<file path="src/rtl/sort_pkg.sv">
// Shared types and helpers for the sort/scan block family.
// State encoding and a constant clog2 used for port sizing.
package sort_pkg;

  typedef enum logic [1:0] {
    IDLE = 2'd0,
    SCAN = 2'd1,
    DONE = 2'd2
  } state_t;

  function automatic int clog2(input int v);
    int r;
    r = 0;
    while ((1 << r) < v) r++;
    return r;
  endfunction

endpackage

</file>
<file path="src/rtl/max_cmp.sv">
// Signed compare-and-select of two tagged samples.
// b wins only when strictly greater, so ties keep a.
module max_cmp #(
  parameter int BIT_W = 10,
  parameter int IDX_W = 4
) (
  input  logic [BIT_W-1:0] a,
  input  logic [IDX_W-1:0] a_idx,
  input  logic [BIT_W-1:0] b,
  input  logic [IDX_W-1:0] b_idx,
  output logic [BIT_W-1:0] win,
  output logic [IDX_W-1:0] win_idx
);

  logic b_gt;

  assign b_gt    = $signed(b) > $signed(a);
  assign win     = b_gt ? b : a;
  assign win_idx = b_gt ? b_idx : a_idx;

endmodule

</file>
<file path="src/rtl/array_max_scan.sv">
// Sequential signed max/argmax over a captured flat array,
// one sample per cycle, with a valid/ready result handshake.
module array_max_scan
  import sort_pkg::*;
#(
  parameter int BIT_W = 10,
  parameter int LEN   = 16,
  localparam int IDX_W = (clog2(LEN) < 1) ? 1 : clog2(LEN)
) (
  input  logic                 clk,
  input  logic                 rst,
  input  logic [BIT_W*LEN-1:0] arr_in,
  input  logic                 start,
  output logic                 busy,
  output logic [BIT_W-1:0]     max_val,
  output logic [IDX_W-1:0]     max_idx,
  output logic                 out_valid,
  input  logic                 out_ready
);

  localparam logic [IDX_W-1:0] LAST = IDX_W'(LEN - 1);
  localparam logic [IDX_W-1:0] ONE  = IDX_W'(1);

  state_t                 state;
  state_t                 nxt_state;
  logic [BIT_W*LEN-1:0]   snap;
  logic [IDX_W-1:0]       cnt;
  logic [BIT_W-1:0]       cur;
  logic [BIT_W-1:0]       win;
  logic [IDX_W-1:0]       win_idx;
  logic                   cap;
  logic                   step;
  logic                   last;

  assign cur  = snap[32'(cnt) * BIT_W +: BIT_W];
  assign last = (cnt == LAST);

  max_cmp #(
    .BIT_W (BIT_W),
    .IDX_W (IDX_W)
  ) u_cmp (
    .a       (max_val),
    .a_idx   (max_idx),
    .b       (cur),
    .b_idx   (cnt),
    .win     (win),
    .win_idx (win_idx)
  );

  always_comb begin
    nxt_state = state;
    cap       = 1'b0;
    step      = 1'b0;
    unique case (state)
      IDLE: begin
        if (start) begin
          cap       = 1'b1;
          nxt_state = (LEN == 1) ? DONE : SCAN;
        end
      end
      SCAN: begin
        step = 1'b1;
        if (last) nxt_state = DONE;
      end
      DONE: begin
        if (out_ready) begin
          if (start) begin
            cap       = 1'b1;
            nxt_state = (LEN == 1) ? DONE : SCAN;
          end else begin
            nxt_state = IDLE;
          end
        end
      end
      default: nxt_state = IDLE;
    endcase
  end

  always_ff @(posedge clk or posedge rst) begin
    if (rst) state <= IDLE;
    else     state <= nxt_state;
  end

  always_ff @(posedge clk or posedge rst) begin
    if (rst) begin
      snap    <= '0;
      cnt     <= '0;
      max_val <= '0;
      max_idx <= '0;
    end else if (cap) begin
      snap    <= arr_in;
      max_val <= arr_in[BIT_W-1:0];
      max_idx <= '0;
      cnt     <= ONE;
    end else if (step) begin
      max_val <= win;
      max_idx <= win_idx;
      if (!last) cnt <= cnt + ONE;
    end
  end

  assign busy      = (state != IDLE);
  assign out_valid = (state == DONE);

endmodule

</file>
<file path="config.mk">
export PLATFORM = sky130hd
export DESIGN_NAME = array_max_scan
export DESIGN_NICKNAME = d
export VERILOG_FILES = /design/src/rtl/sort_pkg.sv /design/src/rtl/max_cmp.sv /design/src/rtl/array_max_scan.sv
export SDC_FILE = /design/constraint.sdc
export NUM_CORES = 1
export LEC_CHECK = 0
export ABC_AREA = 1
export ABC_CLOCK_PERIOD_IN_PS = 10800
export CAP_MARGIN = 0
export CORE_MARGIN = 3
export CORE_UTILIZATION = 29
export DETAILED_ROUTE_END_ITERATION = 12
export GPL_ROUTABILITY_DRIVEN = 0
export GPL_TIMING_DRIVEN = 0
export PLACE_DENSITY_LB_ADDON = 0.1
export SYNTH_ARGS = -nofsm -noshare
export SYNTH_HDL_FRONTEND = slang
export SYNTH_SLANG_ARGS = --single-unit
</file>
<file path="constraint.sdc">
create_clock -name clk -period 10.8 [get_ports clk]
set_input_delay 2.16 -clock clk [delete_from_list [all_inputs] [get_ports clk]]
set_output_delay 2.16 -clock clk [all_outputs]
set_load 0.02 [all_outputs]
</file>
==> metrics.yaml <==
status:
  outcome: "finished clean"
clock_network:
  clock_latency_ns: 0.44
  cts-root-buf: "clkbuf_16"
  cts_sinks: 180
  path_clk_slew_ns: 0.07
  ctsLongestPathBuffers: 2
  numCtsBuffers: 17
  htree_num_levels: 4
  cts_setup_buffers: 0
  cts_hold_buf: 0
  cts_tree: "built"
  cts_resized: 0
min_path:
  hold_start: "snap[11]"
  min_to: "snap[11]"
  hp-class: "flip-flop to flip-flop"
  whs_path_depth: 2
setup_path:
  endpoint_kind: "output pin"
  crit_path_max_fanout: 3
  crit_path_top_delay_cell: "clkdlybuf4s50_1"
  r2r_end: "max_idx[2]"
  rrSetupSlack_ns: 7.65
  cp_num_buf_inv: 1
  crit_type: "flip-flop to output pin"
  r2r_start: "cnt[0]"
  slowest_delay_ns: 0.61
  reg2reg_depth: 16
  cp_cell_sequence: "nor2_1, clkdlybuf4s50_1"
  cp-start-kind: "flip-flop"
  cp.required_ns: 8.64
  cp_data_arrival_time_ns: 1.60
  cpLargestDelayFamily: "buffers and inverters"
synthesis:
  synth_ff_type: "dfrtp_1"
  syn_nets: 1398
  synth_cells: 1223
  ys_seq_elements: 180
  syn_area_per_cell_um2: 7.354
  synth_edf_count: 0
  synth.distinct_cells: 20
  ys_seq_area_share_pct: 50.08
  async_reset_ff_share_pct: 100.0
  mappedNetlistArea_um2: 8994
  ys_warn_count: 0
routing:
  wire_per_inst_um: 16.47
  drtPass1Iterations: 4
  post-route-drc-count: 0
  vias_per_cell: 4.520
  ant_nets: 0
  via_count: 8249
  drtIter0Drc: 547
  routed_wl_um: 30060
timing:
  worst_slew_pin_slew_ns: 0.6662
  finalHoldViolations: 0
  slew_headroom_pct: 55.59
  fin_crit_sh_pct: 34.85
  period_needed_ns: 3.764
  fmax_mhz: 265.7
  fin_worst_skew_ns: 0.01249
  rsz0062_at_grt: "false"
  setup_tns_ns: 0
  setup_viol: 0
  maxSlewViolCount: 0
final_layout:
  ff_latch_area_um2: 4504
  nNetsFinal: 1597
  antenna_cells: 0
  multi_input_area_um2: 3421
  area_delta_synth_final_pct: 32.30
  layout_common_cells: "nand2_1 (468), inv_1 (185), dfrtp_1 (180)"
  stdcell_count: 1825
  final_common_cell: "nand2_1"
  drive_gt1_share_pct: 5.366
  fill_cells: 3234
pwr:
  leakage_nw: 5.882
  ir_drop_mv: 0.1290
  p_per_area_nw_per_um2: 293.4
floorplanning:
  dieHeight_um: 182.1
  fp-row-count: 63
  io_pins: 180
  dieArea_um2: 33160
  die_x_um: 182.1
  start_util_pct: 29.87
  core_region_area_um2: 30110
grt:
  antenna_found_initial: 0
  grtUsageTotal_pct: 18.10
  grt_pass1_vias: 8359
  grt_overflow: 0
  grt_max_degree: 94
  grt_pass1_wl_um: 46530
placement:
  numPortBuffers: 179
  dpl.hpwl_um: 22740
  place_inst: 1793
flow_run:
  max_cap_viol_count: 0
-- worst reg2reg max path: stages, from the launching register on --
cell and delay [ns]:
dfrtp_1 0.35, buf_4 0.18, clkbuf_1 0.44, o21ai_0 0.30, nand2_1 0.13, nand3_1 0.07
nand3_1 0.08, nand2_1 0.10, ha_1 0.31, nand2_1 0.05, nor2_1 0.17, nand3_1 0.13
nand4_1 0.14, nand3_2 0.16, buf_2 0.24, nand3_1 0.10, nand2_1 0.07
-- registers in the layout, summed over array words and instances, names as in the netlist --
register and cells:
cnt 4, max_val 10, max_idx 4, snap 160
state 2
-- stage by stage --
step / worst slack (ns) / power [mW] / util [%] / area, µm² / hold WS, ns
2_1_floorplan: 3.753 / 2.272 / - / 8994 / 0.4462
3_3_place_gp: 0.8500 / 2.855 / 37.44 / 11270 / 0.4688
3_5_place_dp: 6.770 / 2.880 / 37.56 / 11310 / 0.4678
4_1_cts: 7.034 / 3.532 / 39.52 / 11900 / 0.4865
5_1_grt: 6.980 / 3.836 / 39.52 / 11900 / 0.5089
6_report: 7.036 / 3.492 / 39.52 / 11900 / 0.4844
-- power breakdown --
| part | switching [mW] | internal, mW | total, mW |
|---|---|---|---|
| clock network | 0.285 | 0.352 | 0.637 |
| registers | 0.105 | 0.995 | 1.10 |
| logic | 1.15 | 0.603 | 1.75 |
-- layer usage --
layer / part of all wire [%] / up-vias / global-route usage (%)
li1: - / 4146 / -
met1: 51 / 3915 / 26.65
met2: 44 / 166 / 27.97
met3: 4.2 / 22 / 2.970
met4: 1.2 / 0 / 4.113
met5: 0 / - / 0
-- synthesized netlist by cell type, types with 2 or more instances --
| master | count | area, µm² |
|---|---|---|
| nor2_1 | 7 | 26.28 |
| nand2_1 | 468 | 1757 |
| nand3_1 | 122 | 610.6 |
| buf_4 | 4 | 30.03 |
| buf_6 | 5 | 56.30 |
| buf_2 | 32 | 160.2 |
| a21oi_1 | 4 | 20.02 |
| inv_1 | 186 | 698.2 |
| ha_1 | 11 | 137.6 |
| dfrtp_1 | 180 | 4504 |
| clkbuf_1 | 27 | 101.4 |
| o21ai_1 | 13 | 65.06 |
| buf_1 | 3 | 11.26 |
| nand4_1 | 2 | 12.51 |
| o21ai_0 | 152 | 760.7 |
| inv_2 | 3 | 11.26 |
-- cell type report --
cell class,count,area share (%)
sequential,180,37.85
multi-input combinational,783,28.75
timing repair buffer,180,15.29
inverter,189,6.025
tap,390,4.101
clock buffer,20,3.754
buffer,71,3.018
clock inverter,12,1.209
-- kinds of logic (layout without fill, tap and decap cells) --
logic type,after synthesis,in the layout,synth area share [%]
simple gates,602,602,27.00
buf+inv,260,472,11.88
flops,180,180,50.08
compound gates,170,170,9.502
fa+ha+maj,11,11,1.530
-- worst max path at each step --
stage,start,endpoint,slack [ns],depth (start not counted)
after floorplan,rst,cnt[0],3.75,1
after global placement,rst,snap[3],0.85,2
after detailed placement,out_ready,snap[63],6.77,8
after CTS,state[0],out_valid,7.03,2
after global routing,state[0],out_valid,6.98,2
final,state[0],out_valid,7.04,2
Note: power is estimated with default switching activity, not from simulation.
